`config.mk`:
```
export PLATFORM = sky130hd
export DESIGN_NAME = traffic_light_ctrl_p
export DESIGN_NICKNAME = d
export VERILOG_FILES = /design/src/rtl/traffic_light_ctrl_p.sv
export SDC_FILE = /design/constraint.sdc
export NUM_CORES = 1
export LEC_CHECK = 0
export BUFFER_PORTS_ARGS = -buffer_cell sky130_fd_sc_hd__buf_4
export CELL_PAD_IN_SITES_DETAIL_PLACEMENT = 0
export CELL_PAD_IN_SITES_GLOBAL_PLACEMENT = 2
export CORE_UTILIZATION = 39
export DETAILED_ROUTE_END_ITERATION = 8
export PLACE_DENSITY = 0.92
export SLEW_MARGIN = 20
export SYNTH_ARGS = -nofsm -noshare
export SYNTH_HDL_FRONTEND = slang
export SYNTH_SLANG_ARGS = --single-unit
```
`constraint.sdc`:
```
create_clock -name clk -period 4.1 [get_ports clk]
set_clock_uncertainty 0.15 [all_clocks]
set_input_delay 0.205 -clock clk [delete_from_list [all_inputs] [get_ports clk]]
set_output_delay 0.205 -clock clk [all_outputs]
set_load 0.02 [all_outputs]
```
`src/rtl/traffic_light_ctrl_p.sv`:
```
// Two-road intersection controller with protected left turns,
// an internal phase timer and a flashing-red maintenance mode.
module traffic_light_ctrl_p #(
  parameter int unsigned CNT_W        = 32,
  parameter int unsigned T_ALLRED     = 50_000_000,
  parameter int unsigned T_GREEN_MAIN = 500_000_000,
  parameter int unsigned T_GREEN_SIDE = 300_000_000,
  parameter int unsigned T_YEL        = 100_000_000,
  parameter int unsigned T_LFT_GRE    = 150_000_000,
  parameter int unsigned T_LFT_YEL    = 50_000_000,
  parameter int unsigned T_FLASH      = 50_000_000
) (
  input  logic       clk,
  input  logic       reset_n,
  input  logic       flash_en,
  input  logic       main_left_req,
  input  logic       side_left_req,
  output logic [3:0] state,
  output logic [3:0] main_face1,
  output logic [3:0] main_face2,
  output logic [3:0] side_face1,
  output logic [3:0] side_face2,
  output logic       phase_done
);

  typedef enum logic [3:0] {
    RR1   = 4'd0,
    MLG   = 4'd1,
    MLY   = 4'd2,
    MG    = 4'd3,
    MY    = 4'd4,
    RR2   = 4'd5,
    SLG   = 4'd6,
    SLY   = 4'd7,
    SG    = 4'd8,
    SY    = 4'd9,
    FLASH = 4'd10
  } state_e;

  localparam logic [3:0] F_GRE    = 4'd0;
  localparam logic [3:0] F_YEL    = 4'd1;
  localparam logic [3:0] F_RED    = 4'd2;
  localparam logic [3:0] F_LFTGRE = 4'd3;
  localparam logic [3:0] F_LFTYEL = 4'd4;
  localparam logic [3:0] F_ALLOFF = 4'd5;

  localparam logic [CNT_W-1:0] L_ALLRED = CNT_W'(T_ALLRED - 1);
  localparam logic [CNT_W-1:0] L_GM     = CNT_W'(T_GREEN_MAIN - 1);
  localparam logic [CNT_W-1:0] L_GS     = CNT_W'(T_GREEN_SIDE - 1);
  localparam logic [CNT_W-1:0] L_YEL    = CNT_W'(T_YEL - 1);
  localparam logic [CNT_W-1:0] L_LG     = CNT_W'(T_LFT_GRE - 1);
  localparam logic [CNT_W-1:0] L_LY     = CNT_W'(T_LFT_YEL - 1);
  localparam logic [CNT_W-1:0] L_FLASH  = CNT_W'(T_FLASH - 1);

  state_e           state_q;
  logic [CNT_W-1:0] timer_q;
  logic             main_pend_q;
  logic             side_pend_q;
  logic             flash_phase_q;

  logic dn;
  logic legal;
  logic into_mlg;
  logic into_slg;
  logic main_set;
  logic side_set;

  // Reload value for the timer on entry into a timed state.
  function automatic logic [CNT_W-1:0] load_of(input state_e s);
    logic [CNT_W-1:0] v;
    case (s)
      MLG, SLG: v = L_LG;
      MLY, SLY: v = L_LY;
      MG:       v = L_GM;
      SG:       v = L_GS;
      MY, SY:   v = L_YEL;
      default:  v = L_ALLRED;
    endcase
    return v;
  endfunction

  // Successor of a timed state when its timer expires.
  function automatic state_e next_of(
    input state_e s,
    input logic   mp,
    input logic   sp
  );
    state_e n;
    case (s)
      RR1:     n = mp ? MLG : MG;
      MLG:     n = MLY;
      MLY:     n = MG;
      MG:      n = MY;
      MY:      n = RR2;
      RR2:     n = sp ? SLG : SG;
      SLG:     n = SLY;
      SLY:     n = SG;
      SG:      n = SY;
      default: n = RR1;
    endcase
    return n;
  endfunction

  assign dn       = (timer_q == '0);
  assign legal    = (state_q <= FLASH);
  assign into_mlg = !flash_en && state_q == RR1 && dn && main_pend_q;
  assign into_slg = !flash_en && state_q == RR2 && dn && side_pend_q;
  assign main_set = main_left_req && state_q != MLG && state_q != MLY;
  assign side_set = side_left_req && state_q != SLG && state_q != SLY;

  assign state      = state_q;
  assign phase_done = dn && legal && state_q != FLASH;

  // Sequencer: state, phase timer, left-turn pending flags, flash phase.
  always_ff @(posedge clk or negedge reset_n) begin
    if (!reset_n) begin
      state_q       <= RR1;
      timer_q       <= L_ALLRED;
      main_pend_q   <= 1'b0;
      side_pend_q   <= 1'b0;
      flash_phase_q <= 1'b0;
    end else begin
      main_pend_q <= (main_pend_q | main_set) & ~into_mlg;
      side_pend_q <= (side_pend_q | side_set) & ~into_slg;
      if (flash_en) begin
        if (state_q != FLASH) begin
          state_q       <= FLASH;
          timer_q       <= L_FLASH;
          flash_phase_q <= 1'b0;
        end else if (dn) begin
          timer_q       <= L_FLASH;
          flash_phase_q <= ~flash_phase_q;
        end else begin
          timer_q <= timer_q - 1'b1;
        end
      end else if (state_q == FLASH || !legal) begin
        state_q       <= RR1;
        timer_q       <= L_ALLRED;
        flash_phase_q <= 1'b0;
      end else if (dn) begin
        state_q <= next_of(state_q, main_pend_q, side_pend_q);
        timer_q <= load_of(next_of(state_q, main_pend_q, side_pend_q));
      end else begin
        timer_q <= timer_q - 1'b1;
      end
    end
  end

  // Face decode straight from the state register; unlisted faces stay red.
  always_comb begin
    main_face1 = F_RED;
    main_face2 = F_RED;
    side_face1 = F_RED;
    side_face2 = F_RED;
    case (state_q)
      MG: begin
        main_face1 = F_GRE;
        main_face2 = F_GRE;
      end
      MY: begin
        main_face1 = F_YEL;
        main_face2 = F_YEL;
      end
      MLG: main_face2 = F_LFTGRE;
      MLY: main_face2 = F_LFTYEL;
      SG: begin
        side_face1 = F_GRE;
        side_face2 = F_GRE;
      end
      SY: begin
        side_face1 = F_YEL;
        side_face2 = F_YEL;
      end
      SLG: side_face2 = F_LFTGRE;
      SLY: side_face2 = F_LFTYEL;
      FLASH: begin
        main_face1 = flash_phase_q ? F_ALLOFF : F_RED;
        main_face2 = flash_phase_q ? F_ALLOFF : F_RED;
        side_face1 = flash_phase_q ? F_ALLOFF : F_RED;
        side_face2 = flash_phase_q ? F_ALLOFF : F_RED;
      end
      default: ;
    endcase
  end

endmodule

```
# --- Yosys cells after proc, flatten, opt, wreduce, memory -nomap -nowiden ---
# Memory sizes are Yosys's and may differ from the RTL's.
# Index checks and enable logic that the tools add are counted.
word_totals:
  register_bits: 39
  mem_bits_ro: 304
  in_bits: 5
  out_inout_bits: 21
  wordCells: 76
  memories: 1
memory_table:
  columns: ["memory", "depth", "width", "rd", "rd_clocked_by_memory_dff", "write_ports", "line_no", "source"]
  rows:
  - ["(name not given)", 16, 19, 1, 0, 0, "71", "case (s)"]
op_classes:
  add_sub_neg: 1
  order_cmp: 1
  n_eq_ne: 17
  mux: 23
  bitwise: 7
  reduce_logical: 21
ops:
  columns: ["operator", "n"]
  rows:
  - ["2-to-1 mux 32 bit", 5]
  - ["case mux 4 bit (9 select lines)", 1]
  - ["logical NOT 32 bit", 1]
  - ["subtractor 32 x 1 -> 32 bit (second input constant)", 1]
  - ["case mux 3 bit (5 select lines)", 2]
  - ["2-to-1 mux 4 bit", 7]
  - ["case mux 3 bit (3 select lines)", 2]
  - ["== test 4 x 3 -> 1 bit (second input constant)", 4]
  - ["== test 4 bit (second input constant)", 3]
  - ["logical AND 1 bit", 12]
  - ["== test 4 x 2 -> 1 bit (second input constant)", 2]
  - ["!= test 4 x 3 -> 1 bit (second input constant)", 2]
  - ["== test 4 x 1 -> 1 bit (second input constant)", 1]
  - ["<= comparator 4 bit (second input constant)", 1]
  - ["logical NOT 4 bit", 1]
  - ["2-to-1 mux 1 bit", 4]
  - ["!= test 4 x 1 -> 1 bit (second input constant)", 1]
  - ["!= test 4 x 2 -> 1 bit (second input constant)", 1]
  - ["!= test 4 bit (second input constant)", 1]
  - ["AND reduction 2 bit", 2]
  - ["2-to-1 mux 3 bit", 1]
  - ["!= test 3 x 1 -> 1 bit (second input constant)", 1]
  - ["inverter 1 bit", 3]
  - ["nonzero test 3 bit", 1]
  - ["7 further kinds", 10]

# --- Logic depth before layout (Yosys ltp) ---
# An unclocked memory read counts as a cell.
logic_depth:
  word_depth: 9
  ltp_mapped: 8
  depth_no_buf: 7

# --- Worst setup path after synthesis ---
# Ideal clock, no wire load.
synth_timing:
  path_type: "flip-flop to flip-flop"
  from: "register timer_q[14]"
  to: "register timer_q[23]"
  setup_ns: 0.115
  t_arrival_ns: 2.125
  required_ns: 3.835
  path_slack_ns: 1.710
  path_stages_with_launch: 7
  n_path_buf: 1
  synth_period_minus_slack_ns: 2.390
  path_cell_list: "dfstp_2 -> or4_4 -> or4_4 -> buf_6 -> or4_1 -> o21ai_1 -> o311ai_1"
synth_via:
  elab_chain_cells: 4
  elab_cells_between_ends: 7
  classes_between: "add/sub (1); mux (5); reduce/logical (1)"
synth_lines:
  columns: ["item", "line_no", "source"]
  rows:
  - ["start, declared", "56", "logic [CNT_W-1:0] timer_q;"]
  - ["start signal, assigned", "134", "timer_q <= timer_q - 1'b1;"]
  - ["start signal, assigned", "142", "timer_q <= load_of(next_of(state_q, main_pend_q, side_pend_q));"]
  - ["start signal, assigned", "144", "timer_q <= timer_q - 1'b1;"]
  - ["subtractor 32 x 1 -> 32 bit / logical NOT 32 bit (equally long branches)", "134, 144, 104", null]
  - ["2-to-1 mux 32 bit, on equally long branches", "140, 130", null]
  - ["2-to-1 mux 32 bit, on equally long branches", "136, 126", null]
  - ["2-to-1 mux 32 bit (*)", "125", "if (flash_en) begin"]
# Mark *: on every way between the ends. The rest lies on a longest branch, timed or not.
# A chain may end at the register's enable or synchronous reset.

# --- Final worst setup path ---
layout_timing:
  from: "register timer_q[26]"
  to: "output port phase_done"
layout_via:
  elab_chain_cells: 3
layout_lines:
  columns: ["item", "line_no", "source"]
  rows:
  - ["logical NOT 32 bit", "104", "assign dn = (timer_q == '0);"]
  - ["logical AND 1 bit (2 in series)", "112", "assign phase_done = dn && legal && state_q != FLASH;"]
  - ["end, declared", "23", "output logic phase_done"]
# Every way passes these cells.

==> impl_metrics.py <==
metrics = {
    "synthesis": {
        "netlist_instances": 281,
        "synth-seq-cells": 39,
        "synth_largest_area_cell": "dfrtp_1",
        "mappedNetlistArea_sq_mm": 0.00254,
        "ys_seq_area_frac": 0.394,
        "synthTopCellsByArea": "dfrtp_1 (21%), dfstp_2 (19%), xnor2_1 (7.6%), a21oi_1 (4.5%), nor2_1 (4.4%)",
        "synth_ff_type": "dfrtp_1",
        "synthDistinctLibCells": 55,
        "synth.top_cell.area_share": 0.207,
        "ys_warn_count": 0,
        "synth_edf_count": 0,
        "avgSynthCellArea_sq_um": 9.03,
        "async_flop_share": 1.00,
    },
    "route": {
        "vias_per_cell": 5.54,
        "drtIter0Drc": 94,
        "drt_first_pass_iters": 4,
        "wire_per_inst_um": 16.2,
        "num_vias": 2073,
        "wirelength_um": 6050,
        "antenna_left": 0,
        "post-route-drc-count": 0,
    },
    "placement": {
        "post_dp_cell_area_sq_mm": 0.00271,
        "io_buffers": 21,
        "pre_cts_ws_ns": 1.38,
        "gp_congestion": 0.716,
        "placed_cells": 365,
        "hpwl_um": 4130,
    },
    "timing": {
        "clock.fmax_mhz": 341,
        "layout_min_cycle_time_ns": 2.94,
        "finalWorstSetupSlack_ns": 1.16,
        "finalSetupViolations": 0,
        "slew_headroom": 0.490,
        "tightest_slew_ns": 0.765,
        "setup_tns_ns": 0,
        "maxSlewViolCount": 0,
        "final.period_utilization": 0.716,
        "rsz0062_at_grt": "no",
        "hold_violations": 0,
    },
    "pwr": {
        "p_sw_uw": 258,
        "p_comb_frac": 0.158,
        "power_report.internal_total_uw": 675,
        "power_density_mw_per_mm2": 328,
        "vdd_drop_max_uv": 165,
        "power_frac_seq": 0.459,
        "total_power_uw": 933,
        "clockPowerShare": 0.382,
        "p_leak_uw": 0.00112,
        "p_sw_frac": 0.277,
    },
    "layout": {
        "finalNonFillerCells": 374,
        "nNetsFinal": 302,
        "seqCellArea_sq_um": 998,
        "antenna_cells": 0,
        "fill_cells": 628,
        "drive_gt1_frac": 0.219,
        "multi_input_area_sq_mm": 0.00142,
        "area_growth_pct": 12.3,
        "design_area_sq_mm": 0.00285,
    },
    "critical_path": {
        "cp.arrival_ns": 2.58,
        "reg2reg_depth": 5,
        "start_kind": "register",
        "crit_fanout": 10,
        "cp-end-kind": "output port",
        "path_class": "register to output port",
        "rr_startpoint": "timer_q[26]",
        "cp.required_ns": 3.74,
        "worstReg2RegEnd": "timer_q[28]",
        "ff2ff_setup_slack_ns": 1.35,
    },
    "hold_path": {
        "hold_path.class": "primary input to register",
        "min_from": "flash_en",
        "hold_depth": 2,
        "worst_hold_path.endpoint": "state[1]",
    },
    "global_routing": {
        "grt_use_total": 0.203,
        "grt_pass1_vias": 2037,
        "grt_max_degree": 40,
        "grt.overflow.total": 0,
        "grt_pass1_wl_um": 10500,
        "antenna_found_initial": 0,
    },
    "clocking": {
        "cts_tree": "built",
        "cts-root-buf": "clkbuf_8",
        "cts_resized": 0,
        "cts_sinks": 39,
        "htreeDepth": 2,
        "clkSlewWorstSetupHoldPaths_ns": 0.08,
        "cts_buffers": 5,
        "clock_path_buffers": 2,
        "clk_latency_ns": 0.29,
    },
    "outcome": {
        "status": "completed",
    },
    "floorplanning": {
        "dieWidth_um": 82.6,
        "start_util": 0.402,
        "rows": 29,
        "core_sq_mm": 0.00631,
        "dieHeight_um": 82.6,
        "die-area_sq_mm": 0.00683,
        "ioPinCount": 26,
    },
    "run": {
        "maxCapViolCount": 0,
    },
}
[logic make-up (layout without fill, tap and decap cells)]
logic type,count (synthesis),in the layout,synth area share
AND/OR/NAND/NOR,124,124,0.291
AO/OA/AOI/OAI,59,59,0.146
flip-flops,39,39,0.394
XOR/XNOR,29,29,0.100
buffers and inverters,25,38,0.0508
multiplexers,3,3,0.0118
adder cells (fa/ha/maj),1,1,0.00493
other,1,4,0.00148
[what timing repair did]
action | CTS | global route
hold endpoints to repair | 21 | 0
hold buffers | 1 | 0
setup buffers | 0 | 0
[worst max-delay path: stages, from the launching register on]
cell and delay [ns]:
dfrtp_1 0.40, or4_1 0.63, nor4_2 0.30, nand4_1 0.50
a21oi_1 0.29, buf_4 0.18
[per-layer routing]
metal / vias up / wire length [um] / GRT usage
li1: 1026 / - / -
met1: 1013 / 3030 / 0.271
met2: 32 / 2870 / 0.341
met3: 2 / 117 / 0.0341
met4: 0 / 34 / 0.0517
met5: - / 0 / 0
[registers in the layout, summed over array words and instances (netlist names)]
register	count
timer_q	32
side_pend_q	1
state	4
flash_phase_q	1
main_pend_q	1
[stage by stage]
step | utilization | hold slack [ns]
2_1_floorplan | - | -0.241
6_report | 0.451 | 0.0788
5_1_grt | 0.451 | 0.0664
3_5_place_dp | 0.429 | 0.0607
3_3_place_gp | 0.429 | 0.0539
4_1_cts | 0.451 | 0.0678
[power groups by stage]
stage	clock network, uW	registers (uW)	logic (uW)
final	357	428	148
after global routing	383	432	166
after CTS	363	428	150
after detailed placement	0	435	149
after global placement	0	435	148
after floorplan	0	422	105
[synthesized netlist by cell type, drive strengths merged (4+ instances only)]
cell     n
or4      7
or3      6
nor4    13
inv      6
a21oi   23
nor2    30
or2      4
o22ai    4
nand2b   6
o21ai   10
buf     11
dfrtp   21
nand4    4
xnor2   22
xor2     7
nor3    18
dfstp   18
nand2   24
clkbuf   8
[how the worst max path moves through the flow]
stage | from | end | depth (start not counted) | slack (ns)
detailed placement | timer_q[26] | timer_q[28] | 5 | 1.38
finish | timer_q[26] | phase_done | 5 | 1.16
CTS | timer_q[26] | phase_done | 5 | 1.15
floorplan | timer_q[14] | timer_q[23] | 6 | 1.71
global placement | timer_q[27] | state[3] | 5 | 1.41
global route | timer_q[14] | phase_done | 5 | 0.91
[layout by cell type, fill, tap and decap left out, drive strengths merged, types with 3 or more instances in the layout]
| master | n |
|---|---|
| a21o | 3 |
| a21oi | 23 |
| a41oi | 3 |
| buf | 23 |
| clkbuf | 7 |
| conb | 4 |
| dfrtp | 21 |
| dfstp | 18 |
| inv | 6 |
| mux2i | 3 |
| nand2 | 24 |
| nand2b | 6 |
| nand4 | 4 |
| nor2 | 30 |
| nor3 | 18 |
| nor4 | 13 |
| o21ai | 10 |
| o22ai | 4 |
| or2 | 4 |
| or3 | 6 |
| or4 | 7 |
| xnor2 | 22 |
| xor2 | 7 |
[final cells by class]
| type | count | area share |
|---|---|---|
| Tap cell | 77 | 0.0338 |
| Clock inverter | 1 | 0.0105 |
| Sequential cell | 39 | 0.351 |
| Multi-Input combinational cell | 220 | 0.499 |
| Inverter | 6 | 0.00791 |
| Timing Repair Buffer | 24 | 0.0641 |
| Clock buffer | 7 | 0.0343 |
(Power assumes the default switching activity.)
